### config.mk
export PLATFORM = sky130hd
export DESIGN_NAME = mvb_frame_parser_flat
export DESIGN_NICKNAME = d
export VERILOG_FILES = /design/src/rtl/mvb_pkg.sv /design/src/rtl/mvb_frame_parser_if.sv /design/src/rtl/mvb_reply_timer.sv /design/src/rtl/mvb_frame_parser.sv /design/src/flat_wrapper.sv
export SDC_FILE = /design/constraint.sdc
export NUM_CORES = 1
export LEC_CHECK = 0
export ABC_AREA = 1
export CAP_MARGIN = 10
export CORE_ASPECT_RATIO = 1.4
export CORE_UTILIZATION = 61
export DETAILED_ROUTE_END_ITERATION = 16
export PLACE_DENSITY = 0.82
export SYNTH_ARGS = -nofsm -noshare
export SYNTH_HDL_FRONTEND = slang
export SYNTH_SLANG_ARGS = --single-unit
### constraint.sdc
create_clock -name clk -period 5.39 [get_ports clk]
set_input_delay 1.078 -clock clk [delete_from_list [all_inputs] [get_ports clk]]
set_output_delay 1.078 -clock clk [all_outputs]
set_load 0.05 [all_outputs]
### src/rtl/mvb_pkg.sv
// Shared definitions for the MVB frame parser: F_code values, FSM states and
// the F_code to slave-reply-length decode.
package mvb_pkg;

    localparam logic [3:0] FC_PD16  = 4'd0;
    localparam logic [3:0] FC_PD32  = 4'd1;
    localparam logic [3:0] FC_PD64  = 4'd2;
    localparam logic [3:0] FC_PD128 = 4'd3;
    localparam logic [3:0] FC_PD256 = 4'd4;
    localparam logic [3:0] FC_MTR   = 4'd8;
    localparam logic [3:0] FC_GEV   = 4'd9;
    localparam logic [3:0] FC_MSG   = 4'd12;
    localparam logic [3:0] FC_GRP   = 4'd13;
    localparam logic [3:0] FC_SEV   = 4'd14;
    localparam logic [3:0] FC_DST   = 4'd15;

    typedef enum logic [2:0] {
        ST_IDLE       = 3'd0,
        ST_WAIT_SLAVE = 3'd1,
        ST_RX_SLAVE   = 3'd2,
        ST_DISCARD    = 3'd3,
        ST_DRAIN      = 3'd4
    } state_e;

    // Returns {reserved, reply length in words}.
    function automatic logic [5:0] fcode_len(input logic [3:0] fcode);
        logic [5:0] r;
        r = {1'b1, 5'd0};
        case (fcode)
            FC_PD16:  r = {1'b0, 5'd1};
            FC_PD32:  r = {1'b0, 5'd2};
            FC_PD64:  r = {1'b0, 5'd4};
            FC_PD128: r = {1'b0, 5'd8};
            FC_PD256: r = {1'b0, 5'd16};
            FC_MTR, FC_GEV, FC_GRP, FC_SEV, FC_DST: r = {1'b0, 5'd1};
            FC_MSG:   r = {1'b0, 5'd16};
            default:  r = {1'b1, 5'd0};
        endcase
        return r;
    endfunction

endpackage

### src/rtl/mvb_frame_parser_if.sv
// Word stream from the decoder and the burst towards port memory.
// Handshakes: in_* words transfer on a cycle with in_valid & in_ready; out_* words transfer on a cycle with out_valid & out_ready, and the out_* payload holds while out_valid & !out_ready.
interface mvb_frame_parser_if #(
    parameter int unsigned PORT_AW = 12
);
    logic               in_valid;
    logic [15:0]        in_data;
    logic               in_master;
    logic               in_last;
    logic               in_err;
    logic               in_ready;
    logic               out_valid;
    logic               out_ready;
    logic [15:0]        out_data;
    logic [PORT_AW+3:0] out_addr;
    logic               out_last;

    modport master (
        output in_valid, in_data, in_master, in_last, in_err, out_ready,
        input  in_ready, out_valid, out_data, out_addr, out_last
    );

    modport slave (
        input  in_valid, in_data, in_master, in_last, in_err, out_ready,
        output in_ready, out_valid, out_data, out_addr, out_last
    );
endinterface

### src/rtl/mvb_reply_timer.sv
// Down-counter for reply supervision: load, count down while running, flag
// expiry when it sits at zero while running.
module mvb_reply_timer #(
    parameter int unsigned LOAD_VAL = 1024
) (
    input  logic clk,
    input  logic rst_n,
    input  logic load,
    input  logic run,
    output logic expired
);
    localparam int unsigned TW = $clog2(LOAD_VAL + 1);

    logic [TW-1:0] cnt_q, cnt_d;

    always_comb begin
        cnt_d = cnt_q;
        if (load) begin
            cnt_d = TW'(LOAD_VAL);
        end else if (run && (cnt_q != '0)) begin
            cnt_d = cnt_q - TW'(1);
        end
    end

    always_ff @(posedge clk or negedge rst_n) begin
        if (!rst_n) begin
            cnt_q <= '0;
        end else begin
            cnt_q <= cnt_d;
        end
    end

    assign expired = run && (cnt_q == '0);

endmodule

### src/rtl/mvb_frame_parser.sv
// MVB frame parser: decodes master frames, stages and checks the slave reply,
// then bursts it to port memory. Define MVB_PARSER_STATS_EN for statistics.
module mvb_frame_parser
    import mvb_pkg::*;
#(
    parameter int unsigned CLK_HZ        = 24000000,
    parameter int unsigned REPLY_TIMEOUT = 1024,
    parameter int unsigned PORT_AW       = 12
) (
    input  logic              clk,
    input  logic              rst,
    mvb_frame_parser_if.slave bus,
    output logic              mf_valid,
    output logic [3:0]        mf_fcode,
    output logic [11:0]       mf_addr,
    output logic              slave_done,
    output logic              slave_err,
    output logic              timeout,
`ifdef MVB_PARSER_STATS_EN
    input  logic              stat_clr,
    output logic [15:0]       stat_ok,
    output logic [15:0]       stat_err,
    output logic [15:0]       stat_timeout,
    output logic [15:0]       stat_drop,
`endif
    output state_e            dbg_state
);

    state_e      state_q, state_d;
    logic [4:0]  count_q, count_d;
    logic [4:0]  exp_len_q, exp_len_d;
    logic [3:0]  fcode_q, fcode_d;
    logic [11:0] addr_q, addr_d;
    logic        mf_valid_q, mf_valid_d;
    logic        slave_done_q, slave_done_d;
    logic        slave_err_q, slave_err_d;
    logic        timeout_q, timeout_d;
    logic        in_ready_q, in_ready_d;
    logic        out_valid_q, out_valid_d;
    logic [15:0] stage_q [16];

    logic        stage_we;
    logic        tmr_load, tmr_run, tmr_expired;
    logic        word, master_word, slave_word;
    logic        take_master, take_slave;
    logic [5:0]  len_info;

    assign word        = bus.in_valid && in_ready_q;
    assign master_word = word && bus.in_master;
    assign slave_word  = word && !bus.in_master;
    assign len_info    = fcode_len(bus.in_data[15:12]);
    assign tmr_run     = (state_q == ST_WAIT_SLAVE);

    mvb_reply_timer #(
        .LOAD_VAL(REPLY_TIMEOUT)
    ) u_timer (
        .clk    (clk),
        .rst_n  (rst),
        .load   (tmr_load),
        .run    (tmr_run),
        .expired(tmr_expired)
    );

    always_comb begin
        state_d      = state_q;
        count_d      = count_q;
        exp_len_d    = exp_len_q;
        fcode_d      = fcode_q;
        addr_d       = addr_q;
        mf_valid_d   = 1'b0;
        slave_done_d = 1'b0;
        slave_err_d  = 1'b0;
        timeout_d    = 1'b0;
        tmr_load     = 1'b0;
        stage_we     = 1'b0;
        take_master  = 1'b0;
        take_slave   = 1'b0;

        case (state_q)
            ST_IDLE: begin
                take_master = master_word;
            end
            ST_WAIT_SLAVE: begin
                if (master_word) begin
                    take_master = 1'b1;
                end else if (slave_word) begin
                    take_slave = 1'b1;
                end else if (tmr_expired) begin
                    timeout_d = 1'b1;
                    state_d   = ST_IDLE;
                end
            end
            ST_RX_SLAVE: begin
                if (master_word) begin
                    slave_err_d = 1'b1;
                    take_master = 1'b1;
                end else if (slave_word) begin
                    take_slave = 1'b1;
                end
            end
            ST_DISCARD: begin
                if (word && bus.in_last) begin
                    slave_err_d = 1'b1;
                    state_d     = ST_IDLE;
                end
            end
            ST_DRAIN: begin
                if (out_valid_q && bus.out_ready) begin
                    if (count_q == exp_len_q - 5'd1) begin
                        slave_done_d = 1'b1;
                        state_d      = ST_IDLE;
                    end else begin
                        count_d = count_q + 5'd1;
                    end
                end
            end
            default: state_d = ST_IDLE;
        endcase

        // A new master word always restarts the transaction, whatever came before.
        if (take_master) begin
            if (!bus.in_last) begin
                state_d = ST_DISCARD;
            end else if (bus.in_err || len_info[5]) begin
                slave_err_d = 1'b1;
                state_d     = ST_IDLE;
            end else begin
                fcode_d    = bus.in_data[15:12];
                addr_d     = bus.in_data[11:0];
                exp_len_d  = len_info[4:0];
                mf_valid_d = 1'b1;
                tmr_load   = 1'b1;
                count_d    = '0;
                state_d    = ST_WAIT_SLAVE;
            end
        end

        if (take_slave) begin
            if (count_q == exp_len_q) begin
                if (bus.in_last) begin
                    slave_err_d = 1'b1;
                    state_d     = ST_IDLE;
                end else begin
                    state_d = ST_DISCARD;
                end
            end else begin
                stage_we = 1'b1;
                count_d  = count_q + 5'd1;
                state_d  = ST_RX_SLAVE;
                if (bus.in_last) begin
                    if (bus.in_err || (count_q + 5'd1 != exp_len_q)) begin
                        slave_err_d = 1'b1;
                        state_d     = ST_IDLE;
                    end else begin
                        count_d = '0;
                        state_d = ST_DRAIN;
                    end
                end
            end
        end

        if (state_d == ST_IDLE) begin
            count_d = '0;
        end

        in_ready_d  = (state_d != ST_DRAIN);
        out_valid_d = (state_d == ST_DRAIN);
    end

    always_ff @(posedge clk or negedge rst) begin
        if (!rst) begin
            state_q      <= ST_IDLE;
            count_q      <= '0;
            exp_len_q    <= '0;
            fcode_q      <= '0;
            addr_q       <= '0;
            mf_valid_q   <= 1'b0;
            slave_done_q <= 1'b0;
            slave_err_q  <= 1'b0;
            timeout_q    <= 1'b0;
            in_ready_q   <= 1'b1;
            out_valid_q  <= 1'b0;
        end else begin
            state_q      <= state_d;
            count_q      <= count_d;
            exp_len_q    <= exp_len_d;
            fcode_q      <= fcode_d;
            addr_q       <= addr_d;
            mf_valid_q   <= mf_valid_d;
            slave_done_q <= slave_done_d;
            slave_err_q  <= slave_err_d;
            timeout_q    <= timeout_d;
            in_ready_q   <= in_ready_d;
            out_valid_q  <= out_valid_d;
        end
    end

    // Staging RAM carries no reset; only the index is cleared.
    always_ff @(posedge clk) begin
        if (stage_we) begin
            stage_q[count_q[3:0]] <= bus.in_data;
        end
    end

    assign bus.in_ready  = in_ready_q;
    assign bus.out_valid = out_valid_q;
    assign bus.out_data  = out_valid_q ? stage_q[count_q[3:0]] : 16'h0000;
    assign bus.out_addr  = {addr_q[PORT_AW-1:0], count_q[3:0]};
    assign bus.out_last  = out_valid_q && (count_q == exp_len_q - 5'd1);
    assign mf_valid      = mf_valid_q;
    assign mf_fcode      = fcode_q;
    assign mf_addr       = addr_q;
    assign slave_done    = slave_done_q;
    assign slave_err     = slave_err_q;
    assign timeout       = timeout_q;
    assign dbg_state     = state_q;

`ifdef MVB_PARSER_STATS_EN
    // Counter order: 0 ok, 1 err, 2 timeout, 3 drop; all saturate at 16'hFFFF.
    logic [15:0] stat_q [4];
    logic [15:0] stat_d [4];
    logic [3:0]  stat_ev;
    logic        drop_ev;

    assign drop_ev = ((state_q == ST_DRAIN) && bus.in_valid) ||
                     ((state_q == ST_IDLE) && slave_word);
    assign stat_ev = {drop_ev, timeout_d, slave_err_d, slave_done_d};

    always_comb begin
        for (int i = 0; i < 4; i++) begin
            stat_d[i] = stat_q[i];
            if (stat_clr) begin
                stat_d[i] = '0;
            end else if (stat_ev[i] && (stat_q[i] != 16'hFFFF)) begin
                stat_d[i] = stat_q[i] + 16'd1;
            end
        end
    end

    always_ff @(posedge clk or negedge rst) begin
        if (!rst) begin
            for (int i = 0; i < 4; i++) stat_q[i] <= '0;
        end else begin
            for (int i = 0; i < 4; i++) stat_q[i] <= stat_d[i];
        end
    end

    assign stat_ok      = stat_q[0];
    assign stat_err     = stat_q[1];
    assign stat_timeout = stat_q[2];
    assign stat_drop    = stat_q[3];
`else
    // No statistics hardware in this build.
`endif

endmodule

### src/flat_wrapper.sv
// flat-port wrapper written by rule: the top's interface ports become plain ports
module mvb_frame_parser_flat import mvb_pkg::*;
#(
    parameter int unsigned CLK_HZ        = 24000000,
    parameter int unsigned REPLY_TIMEOUT = 1024,
    parameter int unsigned PORT_AW       = 12
)
  (clk, rst, mf_valid, mf_fcode, mf_addr, slave_done, slave_err, timeout, dbg_state, bus_in_valid, bus_in_data, bus_in_master, bus_in_last, bus_in_err, bus_out_ready, bus_in_ready, bus_out_valid, bus_out_data, bus_out_addr, bus_out_last);
  mvb_frame_parser_if #(.PORT_AW(PORT_AW)) bus_i ();
  input  logic clk;
  input  logic rst;
  output logic mf_valid;
  output logic [3:0] mf_fcode;
  output logic [11:0] mf_addr;
  output logic slave_done;
  output logic slave_err;
  output logic timeout;
  output state_e dbg_state;
  input wire logic [$bits(bus_i.in_valid)-1:0] bus_in_valid;
  input wire logic [$bits(bus_i.in_data)-1:0] bus_in_data;
  input wire logic [$bits(bus_i.in_master)-1:0] bus_in_master;
  input wire logic [$bits(bus_i.in_last)-1:0] bus_in_last;
  input wire logic [$bits(bus_i.in_err)-1:0] bus_in_err;
  input wire logic [$bits(bus_i.out_ready)-1:0] bus_out_ready;
  output wire logic [$bits(bus_i.in_ready)-1:0] bus_in_ready;
  output wire logic [$bits(bus_i.out_valid)-1:0] bus_out_valid;
  output wire logic [$bits(bus_i.out_data)-1:0] bus_out_data;
  output wire logic [$bits(bus_i.out_addr)-1:0] bus_out_addr;
  output wire logic [$bits(bus_i.out_last)-1:0] bus_out_last;
  assign bus_i.in_valid = bus_in_valid;
  assign bus_i.in_data = bus_in_data;
  assign bus_i.in_master = bus_in_master;
  assign bus_i.in_last = bus_in_last;
  assign bus_i.in_err = bus_in_err;
  assign bus_i.out_ready = bus_out_ready;
  assign bus_in_ready = bus_i.in_ready;
  assign bus_out_valid = bus_i.out_valid;
  assign bus_out_data = bus_i.out_data;
  assign bus_out_addr = bus_i.out_addr;
  assign bus_out_last = bus_i.out_last;
  mvb_frame_parser #(.CLK_HZ(CLK_HZ), .REPLY_TIMEOUT(REPLY_TIMEOUT), .PORT_AW(PORT_AW)) u_core (.clk(clk), .rst(rst), .bus(bus_i), .mf_valid(mf_valid), .mf_fcode(mf_fcode), .mf_addr(mf_addr), .slave_done(slave_done), .slave_err(slave_err), .timeout(timeout), .dbg_state(dbg_state));
endmodule
==> results of run 1 <==
==> routing by layer <==
metal  vias to the layer above  GRT usage  part of all wire
li1                       4109          -                 -
met1                      4439      0.370              0.35
met2                       638      0.516              0.50
met3                       133     0.0401             0.098
met4                         0      0.168             0.055
met5                         -          0                 0
==> path summary, 6_finish.rpt <==
check,start,to,slack (ns),cells after the start
worst min register to register,u_core.mf_fcode[2]$_DFFE_PN0P_,u_core.mf_fcode[2]$_DFFE_PN0P_,0.48,2
min in group asynchronous,rst,u_core.count_q[4]$_DFF_PN0_,0.73,1
max in group asynchronous,rst,u_core.count_q[0]$_DFF_PN0_,3.92,1
worst max register to register,u_core.count_q[2]$_DFF_PN0_,u_core.stage_q[1][10]$_DFFE_PP_,1.70,9
worst min-delay path,u_core.mf_fcode[2]$_DFFE_PN0P_,u_core.mf_fcode[2]$_DFFE_PN0P_,0.48,2
worst max-delay path,u_core.count_q[2]$_DFF_PN0_,bus_out_data[6],0.63,5
==> registers in the layout (all words and copies together), names as in the netlist <==
name	count
u_core.bus.in_ready	1
u_core.bus.out_valid	1
u_core.count_q	5
u_core.dbg_state	3
u_core.exp_len_q	5
u_core.mf_addr	12
u_core.mf_fcode	4
u_core.mf_valid	1
u_core.slave_done	1
u_core.slave_err	1
u_core.stage_q	256
u_core.timeout	1
u_core.u_timer.cnt_q	11
==> power by group <==
group	total (mW)	switching, mW	internal, mW
Clock	1.90	0.798	1.10
Sequential	2.80	0.107	2.69
Combinational	2.17	1.53	0.632
Total	6.86	2.44	4.42
==> final cells by class <==
type / count / area, sq um
Clock inverter: 4 / 47.5
Sequential cell: 302 / 8840
Multi-Input combinational cell: 697 / 3390
Clock buffer: 44 / 832
Inverter: 61 / 234
Fill cell: 1332 / 5900
Tap cell: 256 / 320
Timing Repair Buffer: 103 / 993
==> kinds of logic after synthesis <==
logic type,after synthesis,share of synthesized area
fa+ha+maj,7,0.00683
compound gates,238,0.106
simple gates,450,0.147
buf+inv,135,0.0488
xor+xnor,2,0.00137
flops,302,0.689
==> worst min-delay path, cell delays in order, from the launching register on <==
cell and delay [ns]:
dfrtp_1 0.35, nand2_1 0.05, nand2_1 0.05
==> Yosys cell counts (all sizes together) (4+ instances only) <==
cell type	n	share of area
clkinv	4	0.0013
inv	57	0.017
nor2	191	0.060
nand2	177	0.052
clkbuf	31	0.0091
nand3	69	0.028
o21ai	140	0.055
a41oi	16	0.011
dfrtp	45	0.088
buf	43	0.022
nor3	8	0.0035
ha	7	0.0068
a21oi	11	0.0055
edfxtp	256	0.60
o22ai	67	0.033
==> stage by stage <==
stage | util | power, mW | hold WS, ns | std cells | worst slack, ns
final | 0.713 | 6.86 | 0.479 | 1467 | 0.629
after global routing | 0.713 | 7.12 | 0.506 | 1467 | 0.489
after floorplan | - | 4.37 | 0.456 | 1134 | 2.11
after CTS | 0.713 | 6.84 | 0.486 | 1467 | 0.671
after detailed placement | 0.670 | 4.96 | 0.463 | 1419 | 1.32
after global placement | 0.670 | 4.90 | 0.465 | 1419 | 1.39
==> summary.md, run 1 <==
| Metric | Value |
|---|---|
| Ys async rst share | `0.152` |
| Register area share after synthesis | `0.689` |
| Setup tns final | `0 ns` |
| Most common cell after layout, fill and taps aside | `edfxtp_1` |
| PwrDens | `468 mW/mm^2` |
| Die Ht | `174 um` |
| #FFs+latches synth | `302` |
| Fin. Hold Viols | `0` |
| Max-Cap Viols | `0` |
| I/O Buffers | `80` |
| Top cell family by delay on the critical path | `buffers and inverters` |
| Deepest clock path buffer count | `3` |
| Hold_buf cts | `0` |
| Main synth FF type | `edfxtp_1` |
| First DRT Iteration DRCs | `1236` |
| Nets | `approximately 1200` |
| Antenna Cells | `0` |
| Post-CTS Setup Inserts | `0` |
| Dpl cell area | `around 0.014 sq mm` |
| Max H-tree Level | `1` |
| Final max-slew violation count | `0` |
| Crit start category | `register` |
| Final setup fails | `0` |
| Worst-skew pair later-pin latency | `0.53 ns` |
| Largest net degree at the start of global routing | `136` |
| HPWL Detailed | `19500 um` |
| Num ports | `81` |
| CTS-repair resized insts | `0` |
| Routed len/inst | `22.3 um` |
| Clock-pin transition on the worst setup and hold timing paths | `~0.06 ns` |
| Die X | `125 um` |
| Slew margin rel. | `0.147` |
| Starting density of the core | `0.624` |
| Synth Instances | `1134` |
| DRT Pass-1 Iters | `5` |
| DRT antenna net count | `0` |
| Crit. End Element | `output port` |
| Routed Wire Length | `around 33000 um` |
| Gr ovfl total | `0` |
| Cell Chain, Critical Path | `nand2_2 -> inv_1 -> nand2_1 -> a41oi_1 -> clkdlybuf4s50_1` |
| Ratio of cells with drive above 1 in the final layout | `0.0859` |
| P&R area growth vs syn | `14.3%` |
| Row count | `62` |
| Slowest CP cell | `clkdlybuf4s50_1` |
| Post-Syn Area per Cell | `between 10 and 15 sq um` |
| Final period util | `0.883` |
| Synth cell types | `just over 40` |
| Hold WC Path Type | `reg2reg` |
| Critical path arrival | `3.68 ns` |
| DRC violations left | `0` |
| Crit Path Category | `reg2out` |
| CTS tree | `done` |
| Sink Count | `302` |
| Gpl congestion | `roughly 0.9` |
| Critical path buffers and inverters | `2` |
| Net Count, Synth | `between 1000 and 1500` |
| Worst slew pin tran | `~1.3 ns` |
| Vias in the first global route | `around 8900` |
| Crit path max fanout | `16` |
| Yosys warns | `0` |
| Cell area after synthesis | `0.0128 sq mm` |
| Status | `completed` |
| RSZ-0062 raised after global routing | `false` |
| Worst Path Required | `~4.3 ns` |
| Std-Cell Core Area | `0.0206 sq mm` |
| Initial antenna violation count | `0` |
| Vias per cell | `6.35` |
| Full die area | `between 0.02 and 0.025 sq mm` |
| Post-synth EDFFs | `between 200 and 300` |
| Final Instance Area | `between 0.01 and 0.015 sq mm` |
| Fmax achieved | `210 MHz` |
| Most frequent cells in the layout | `256 x edfxtp_1, 175 x nand2_1, 172 x nor2_1, 134 x o21ai_0, 79 x clkdlybuf4s50_1` |
| VDD IR max | `between 0.3 and 0.4 mV` |
| First-pass GRT wire length | `49400 um` |
| Via count | `9319` |
| Slowest stage delay, CP | `roughly 0.90 ns` |
| Num CTS Buffers | `26` |
| Clock Skews | `0.00984 ns` |
| P_leak | `5.32 nW` |
| Minimum clock period after layout | `between 4 and 5 ns` |
| Root Driver | `clkbuf_16` |
| Total track usage | `0.301` |
No activity file was read; power rests on OpenSTA's default activity.
==> run 2: changes to the inputs <==
CORE_UTILIZATION = 59   (was 61)
PLACE_DENSITY = 0.79   (was 0.82)
clock period = 5.2 ns   (was 5.39 ns; I/O delays follow)
==> run 2 against run 1 <==
Via count up 0.21%. Sequential share of layout area shrank 0.40 points. Clock power is 12% higher. Utilization fell by 2.0 points. Critical path depth up 1. Cell area is 0.67% higher. Worst setup slack got worse by 0.050 ns. Total power rose by 6.9%. Sequential power grew 4%. Global-route usage is 0.93 points higher.
==> summary.md, run 2 (synthesis results as in run 1) <==
| Metric | Value |
|---|---|
| Crit path max fanout | `72 (+56)` |
| Num ports | `81 (unchanged)` |
| Post-CTS Setup Inserts | `0 (unchanged)` |
| Fmax achieved | `216 MHz` |
| DRT Pass-1 Iters | `7 (+2)` |
| Minimum clock period after layout | `4.62 ns` |
| Final period util | `0.888` |
| Final Worst Setup Slack | `0.580 ns (-0.0496 ns)` |
| Final instance count without filler cells | `1475 (+0.55%)` |
| Fill cell count | `1514 (+14%)` |
| Dpl cell area | `0.0138 sq mm (+0.25%)` |
| RSZ-0062 raised after global routing | `false` |
| Worst slew pin tran | `1.22 ns (-0.0541 ns)` |
| Final core utilization | `0.693 (-0.0197)` |
| Max-Cap Viols | `0 (unchanged)` |
| # placed instances | `1425 (+0.42%)` |
| Die Ht | `176 um (+1.7%)` |
| P_leak | `5.36 nW (+0.81%)` |
| Num CTS Buffers | `27 (+3.8%)` |
| Row count | `63 (+1.6%)` |
| Final setup fails | `0 (unchanged)` |
| Via count | `9339 (+0.21%)` |
| Sw Ratio | `0.359 (+0.00303)` |
| Deepest clock path buffer count | `3 (unchanged)` |
| Hold WC Path Type | `reg2reg` |
| Top cell family by delay on the critical path | `buffers and inverters` |
| Final Instance Area | `0.0148 sq mm (+0.67%)` |
| Die X | `127 um (+1.7%)` |
| Fin. Hold Viols | `0 (unchanged)` |
| R2r startpoint | `u_core.count_q[2]$_DFF_PN0_` |
| First DRT Iteration DRCs | `1274 (+3.1%)` |
| CTS tree | `done` |
| Antenna Cells | `0 (unchanged)` |
| Vias in the first global route | `8975 (+0.39%)` |
| Sw power | `2.63 mW (+7.9%)` |
| Number of flip-flops under the largest register name | `256 (unchanged)` |
| Sink Count | `302 (unchanged)` |
| I/O Buffers | `80 (unchanged)` |
| Clock Skews | `0.0233 ns (+0.0134 ns)` |
| Clock group share of total power | `0.290 (+0.014)` |
| DP Worst Slack | `1.27 ns (-0.0519 ns)` |
| Hold_buf cts | `0 (unchanged)` |
| Status | `completed` |
| Most frequent cells in the layout | `256 x edfxtp_1, 175 x nand2_1, 166 x nor2_1, 134 x o21ai_0, 79 x clkdlybuf4s50_1` |
| Critical path buffers and inverters | `2 (unchanged)` |
| Gpl congestion | `0.877 (-1.1%)` |
| Full die area | `0.0223 sq mm (+3.3%)` |
| Worst hold endpoint | `u_core.mf_fcode[0]$_DFFE_PN0P_` |
| Setup tns final | `0 ns (unchanged)` |
| Std-Cell Core Area | `0.0213 sq mm (+3.5%)` |
| HPWL Detailed | `20600 um (+5.7%)` |
| Gr ovfl total | `0 (unchanged)` |
| Worst Path Required | `4.16 ns (-0.15 ns)` |
| Reg power frac | `0.395 (-0.013)` |
| Final max-slew violation count | `0 (unchanged)` |
| Combinational power share | `0.315 (about the same)` |
| PwrDens | `497 mW/mm^2 (+6.2%)` |
| Critical path arrival | `3.58 ns (-0.10 ns)` |
| Slowest stage delay, CP | `0.89 ns (about the same)` |
| Final Total Pwr | `7.34 mW (+6.9%)` |
| Slew margin rel. | `0.183 (+0.0361)` |
| DRC violations left | `0 (unchanged)` |
| Slowest CP cell | `clkdlybuf4s50_1` |
| Worst-skew pair later-pin latency | `0.55 ns (+0.02 ns)` |
| P&R area growth vs syn | `15.1%` |
| RR Endpoint | `u_core.stage_q[3][6]$_DFFE_PP_` |
| Clock-pin transition on the worst setup and hold timing paths | `0.06 ns (about the same)` |
| VDD IR max | `0.424 mV (+8.2%)` |
| Nets | `1224 (+0.25%)` |
| Routed len/inst | `22.9 um (+2.7%)` |
| CTS-repair resized insts | `0 (unchanged)` |
| Ratio of cells with drive above 1 in the final layout | `0.0947 (+0.00877)` |
| Crit start category | `register` |
| Routed Wire Length | `33800 um (+3.2%)` |
| First-pass GRT wire length | `51300 um (+3.9%)` |
| Setup slack, reg-to-reg | `1.70 ns (about the same)` |
| Total track usage | `0.311 (+0.00933)` |
| Starting density of the core | `0.602 (-0.0213)` |
| Initial antenna violation count | `0 (unchanged)` |
| Crit. End Element | `output port` |
| Most common cell after layout, fill and taps aside | `edfxtp_1` |
| Largest net degree at the start of global routing | `136 (unchanged)` |
| P_int | `4.71 mW (+6.4%)` |
| Root Driver | `clkbuf_16` |
| Max H-tree Level | `1 (unchanged)` |
| Min Hold Slack | `0.481 ns (+0.00265 ns)` |
| R2r worst-path depth | `10 (+1)` |
| Vias per cell | `6.33 (-0.33%)` |
| DRT antenna net count | `0 (unchanged)` |
| Hold Crit Start | `u_core.mf_fcode[0]$_DFFE_PN0P_` |
| Hold Crit Depth | `2 (unchanged)` |
| Crit Path Category | `reg2out` |
| Cell Chain, Critical Path | `buf_4 -> o21ai_0 -> o22ai_1 -> nand2_1 -> a41oi_1 -> clkdlybuf4s50_1` |
==> run 2: area by class of cell <==
class | count | area, sq um | area share
inverter | 61 | 234 | 0.0159
tap | 260 | 325 | 0.0220
sequential | 302 | 8840 | 0.599
clock inverter | 20 | 256 | 0.0174
multi-input combinational | 697 | 3400 | 0.231
timing repair buffer | 105 | 1010 | 0.0683
clock buffer | 30 | 687 | 0.0465
==> run 2: power by group through the flow <==
stage                     combinational, mW  clock [mW]  sequential [mW]
final                                  2.31        2.13             2.90
after floorplan                        1.38           0             3.15
after global placement                 2.23           0             2.94
after detailed placement               2.28           0             2.95
after CTS                              2.30        2.14             2.90
after global routing                   2.49        2.23             2.92
==> run 2: worst reg2reg max path, cell delays in order, from the launching register on <==
cell      delay [ns]
dfrtp_1         0.66
buf_4           0.32
clkinv_2        0.33
nand2_1         0.18
nand2_1         0.06
nand3_1         0.08
nor2_2          0.07
nor2_4          0.19
inv_1           0.16
nor3_2          0.74
buf_4           0.39
==> run 2: layer usage <==
metal,GRT usage,vias to the layer above,wire length (um)
li1,-,4120,-
met1,0.404,4483,12200
met3,0.0488,130,3430
met5,0,-,0
met4,0.165,0,1810
met2,0.507,606,16400
==> run 2: how the worst max path moves through the flow <==
stage                                     start                             end  cells after the start
global route        u_core.count_q[1]$_DFF_PN0_                 bus_out_data[1]                      6
finish              u_core.count_q[1]$_DFF_PN0_                 bus_out_data[1]                      6
CTS                 u_core.count_q[1]$_DFF_PN0_                 bus_out_data[0]                      6
floorplan                          bus_in_valid  u_core.stage_q[3][0]$_DFFE_PP_                      8
detailed placement  u_core.count_q[0]$_DFF_PN0_                bus_out_data[12]                      7
global placement    u_core.count_q[0]$_DFF_PN0_                bus_out_data[12]                      7
==> edit 1: new RTL, settings of run 2 <==
The output `slave_err` loses its register stage (`slave_err_q` becomes a continuous assignment).
--- a/src/rtl/mvb_frame_parser.sv
+++ b/src/rtl/mvb_frame_parser.sv
@@ -177,5 +177,4 @@
             mf_valid_q   <= 1'b0;
             slave_done_q <= 1'b0;
-            slave_err_q  <= 1'b0;
             timeout_q    <= 1'b0;
             in_ready_q   <= 1'b1;
@@ -189,5 +188,4 @@
             mf_valid_q   <= mf_valid_d;
             slave_done_q <= slave_done_d;
-            slave_err_q  <= slave_err_d;
             timeout_q    <= timeout_d;
             in_ready_q   <= in_ready_d;
@@ -195,4 +193,6 @@
         end
     end
+
+    assign slave_err_q = slave_err_d;
 
     // Staging RAM carries no reset; only the index is cleared.
Check against the original RTL: not equivalent (Yosys sat finds a counterexample within 4 cycles, from zero or initial values and one cycle with rst low).
==> edit 1 against run 2 <==
- routed wire length decreased by 2.8%
- largest cell class unchanged
- setup slack got worse by 0.00061 ns
- synthesized cell count about the same
- final cell count increased by 0.81%
- power decreased by 5.4%
- cell area decreased by 0.56%
- sequential cell count decreased by 1
- area after synthesis decreased by 0.20%
- utilization decreased by 0.13 points
==> edit 1: results (changes against run 2) <==
stage,metric,value,unit,change
cts,Setup Buffers After CTS,0,,unchanged
setup_path,arrival time worst endpoint,3.58,ns,about the same
cells_and_area,Reg area,8820,sq um,-0.28%
cts,clock latency on the worst-skew pair,0.53,ns,-0.02 ns
pwr,total leakage power,5.34,nW,-0.31%
logic_synthesis,xor-xnor portion of the synthesized cell area,0.137,%,+0.00027 points
logic_synthesis,post-synth cell types,41,,unchanged
grt,global-route wire length before repair,49800,um,-2.9%
place,DP Area,13900,sq um,+0.56%
grt,pin count of the biggest net entering global routing,136,,unchanged
cells_and_area,layout cells sized above 1,9.62,%,+0.16 points
logic_synthesis,Synthesized Nets,1163,,-0.086%
logic_synthesis,post-synthesis sequential area ratio,68.9,%,about the same
pwr,Max rail drop VDD,794,uV,+88%
sta,max_slew headroom,32.4,%,+14 points
logic_synthesis,synth warn,0,,unchanged
route,final wirelength,32900,um,-2.8%
sta,Clock Skews,0.0128,ns,-0.0104 ns
place,GPL Wtd Cong,0.929,,+6.0%
logic_synthesis,"Async S/R FF share, synth",15.0,%,-0.28 points
logic_synthesis,synth top area cells,"edfxtp_1, dfrtp_1, nor2_1",,
place,placed cells,1438,,+0.91%
place,setup slack at placement,1.07,ns,-0.195 ns
logic_synthesis,Post-synth EDFFs,256,,unchanged
route,DR pass1 iterations,5,,-2
logic_synthesis,Post-synth top cells,"edfxtp_1, nor2_1, nand2_1, o21ai_0, o22ai_1",,
cts,total CTS buffers,27,,unchanged
cells_and_area,filler cell count,1440,,-4.9%
setup_path,crit-path max FO,16,,-78%
hold_path,HP Class,reg -> reg,,
logic_synthesis,Synth Area in Adders,0.684,%,+0.0013 points
cts,htree depth,1,,unchanged
logic_synthesis,multiplexer share of the synthesized area,0,%,unchanged
cts,Worst-path clk slew,0.06,ns,about the same
logic_synthesis,Cells after Synth,1133,,-0.088%
cts,CTS Root Cell,clkbuf_16,,
cts,PostCTS Resize Cnt,0,,unchanged
cells_and_area,max reg flops,256,,unchanged
route,total number of vias,9274,,-0.70%
cts,Longest Clk Path Bufs,3,,unchanged
grt,vias in the first global route,9015,,+0.45%
place,DP HPWL,20500,um,-0.79%
route,routed vias/inst,6.24,,-1.5%
grt,GRT Util Overall,30.3,%,-0.80 points
run_status,status,"complete, no violations",,
place,I/O Buffers,80,,unchanged
grt,initial antenna violation count,1,,+1
logic_synthesis,post-synthesis compound-gate area fraction,10.7,%,+0.021 points
route,drt first-iter violations,1142,,-10%
-- edit 1: cell types whose count changed after synthesis --
cell / run 2 / this run
dfrtp_1: 45 / 44
-- edit 1: where the power goes --
| group | internal (mW) | switching (mW) | total, mW |
|---|---|---|---|
| registers | 2.78 | 0.118 | 2.89 |
| logic | 0.678 | 1.59 | 2.27 |
| clock network | 0.954 | 0.822 | 1.78 |
-- edit 1: worst max-delay path, stage by stage, from the launching register on --
cell             delay (ns)
dfrtp_1                0.86
nand2_2                0.23
inv_1                  0.38
buf_4                  0.26
nand2_1                0.08
a41oi_1                0.36
clkdlybuf4s50_1        0.89
-- edit 1: worst paths after layout --
check                           slack (ns)                 endpoint  cells past startpoint                    start
min in group asynchronous             0.69       u_core.mf_fcode[3]                      1                      rst
worst min-delay path                  0.50  u_core.u_timer.cnt_q[2]                      1  u_core.u_timer.cnt_q[2]
max in group asynchronous             3.78        u_core.count_q[0]                      1                      rst
worst max-delay path                  0.58          bus_out_data[8]                      6        u_core.count_q[3]
worst max register to register        1.65    u_core.stage_q[10][3]                      9        u_core.count_q[3]
worst min register to register        0.50  u_core.u_timer.cnt_q[2]                      1  u_core.u_timer.cnt_q[2]
-- edit 1: layer usage --
layer / vias up / wire [um] / GRT usage [%]
met5: - / 0 / 0
met4: 0 / 1770 / 15.3
met3: 127 / 3040 / 4.61
met2: 557 / 16500 / 52.2
met1: 4448 / 11600 / 37.3
li1: 4142 / - / -
-- edit 1: cell families (layout without fill, tap and decap cells) --
kind of cell / count (synthesis) / in the layout
AO/OA/AOI/OAI: 238 / 238
XOR/XNOR: 2 / 2
adder cells (fa/ha/maj): 7 / 7
buffers and inverters: 135 / 228
flip-flops: 301 / 301
other: 0 / 1
AND/OR/NAND/NOR: 450 / 450
-- edit 1: area by class of cell --
class                           instances  area share, %
Clock buffer                           32           4.73
Timing Repair Buffer                  119           7.67
Sequential cell                       301           60.1
Tap cell                              260           2.22
Inverter                               61           1.59
Antenna cell                            1         0.0171
Multi-Input combinational cell        697           23.1
Clock inverter                         16          0.588
==> edit 2: new RTL, config.mk and constraints of run 2 <==
Without the edit above. `REPLY_TIMEOUT` is set to 1024 in 2 places; all go to 512.
--- a/src/rtl/mvb_frame_parser.sv
+++ b/src/rtl/mvb_frame_parser.sv
@@ -5,5 +5,5 @@
 #(
     parameter int unsigned CLK_HZ        = 24000000,
-    parameter int unsigned REPLY_TIMEOUT = 1024,
+    parameter int unsigned REPLY_TIMEOUT = 512,
     parameter int unsigned PORT_AW       = 12
 ) (
--- a/src/flat_wrapper.sv
+++ b/src/flat_wrapper.sv
@@ -3,5 +3,5 @@
 #(
     parameter int unsigned CLK_HZ        = 24000000,
-    parameter int unsigned REPLY_TIMEOUT = 1024,
+    parameter int unsigned REPLY_TIMEOUT = 512,
     parameter int unsigned PORT_AW       = 12
 )
Check against the original RTL: same outputs for any inputs over 4 cycles, from zero or initial values and one cycle with rst low; that may be too few to reach the edited logic, so the function may still have changed.
==> edit 2 against run 2 <==
- setup slack better by 0.090 ns
- clock skew is 0.0084 ns lower
- routed wire length is 7.5% lower
- fmax is 2.0% higher
- cell area is 0.52% lower
- sequential cell count is 1 lower
- power is 6.6% lower
- area after synthesis is 0.64% lower
- largest cell class unchanged
- highest routed layer unchanged
==> edit 2: results (changes against run 2) <==
stage,metric,value,unit,change
place,DP Area,13700,sq um,-0.88%
hold_path,Hold Path Sink,u_core.mf_fcode[2],,
route,routed vias/inst,6.07,,-4.1%
grt,GRT Util Overall,28.9,%,-2.2 points
logic_synthesis,Post-synth top cells,"edfxtp_1, nor2_1, nand2_1, o21ai_0, o22ai_1",,
pwr,total leakage power,5.33,nW,-0.52%
logic_synthesis,Synth Area in Adders,0.688,%,+0.0044 points
cells_and_area,layout cells sized above 1,9.75,%,+0.29 points
logic_synthesis,xor-xnor portion of the synthesized cell area,0.275,%,+0.14 points
cts,total CTS buffers,28,,+3.7%
pwr,Max rail drop VDD,371,uV,-12%
setup_path,arrival time worst endpoint,3.49,ns,-0.09 ns
cells_and_area,non-filler instance count after layout,1481,,+0.41%
grt,global-route wire length before repair,48200,um,-6.1%
grt,pin count of the biggest net entering global routing,82,,-40%
place,setup slack at placement,1.30,ns,+0.0266 ns
place,DP HPWL,18300,um,-11%
sta,final setup margin,0.670,ns,+0.0897 ns
route,drt first-iter violations,991,,-22%
setup_path,reg2reg setup slack,1.97,ns,+0.27 ns
route,WL/cell,21.1,um,-7.9%
cells_and_area,filler cell count,1429,,-5.6%
pwr,Clk pwr share,31.7,%,+2.7 points
grt,vias in the first global route,8920,,-0.61%
hold_path,Hold Path Origin,u_core.mf_fcode[2],,
place,placed cells,1428,,+0.21%
logic_synthesis,post-synthesis sequential area ratio,69.2,%,+0.25 points
setup_path,crit-path max FO,67,,-6.9%
route,DR pass1 iterations,5,,-2
setup_path,FF-to-FF Start,u_core.count_q[0],,
logic_synthesis,Synthesized Nets,1168,,+0.34%
run_status,status,"complete, no violations",,
setup_path,worst reg2reg path endpoint,u_core.stage_q[5][5],,
logic_synthesis,post-synthesis compound-gate area fraction,9.95,%,-0.69 points
setup_path,Critical Path Sink,bus_out_data[9],,
logic_synthesis,synth top area cells,"edfxtp_1, dfrtp_1, nor2_1",,
logic_synthesis,"Async S/R FF share, synth",15.0,%,-0.28 points
## edit 2: changes by cell type in the layout (fill, tap and decap cells not counted), sizes merged, moves of 6 or more
cell    change
nand3      -35
inv         -7
nand2      +30
nor2       +32
clkbuf      +6
o22ai      -18
o21ai       +9
## edit 2: routing by layer
layer / share of wire, % / vias up / global-route usage, %
met3: 8.5 / 93 / 4.60
met2: 51 / 483 / 49.1
met5: 0 / - / 0
met1: 37 / 4328 / 36.3
met4: 4.0 / 0 / 13.5
li1: - / 4085 / -
## edit 2: final cells by class
type                       instances  area, sq um  share of cell area, %
inverter                          55          209                   1.42
clock inverter                    16          204                   1.39
clock buffer                      36          782                   5.33
antenna                            1         2.50                 0.0170
multi-input combinational        712         3380                   23.0
sequential                       301         8820                   60.1
timing repair buffer             100          958                   6.53
tap                              260          325                   2.22
## edit 2: tightest hold or removal path: cells and delay by family (launching register included)
family           cells  cell delay [ns]
flip-flops           1             0.34
AND/OR/NAND/NOR      2             0.11
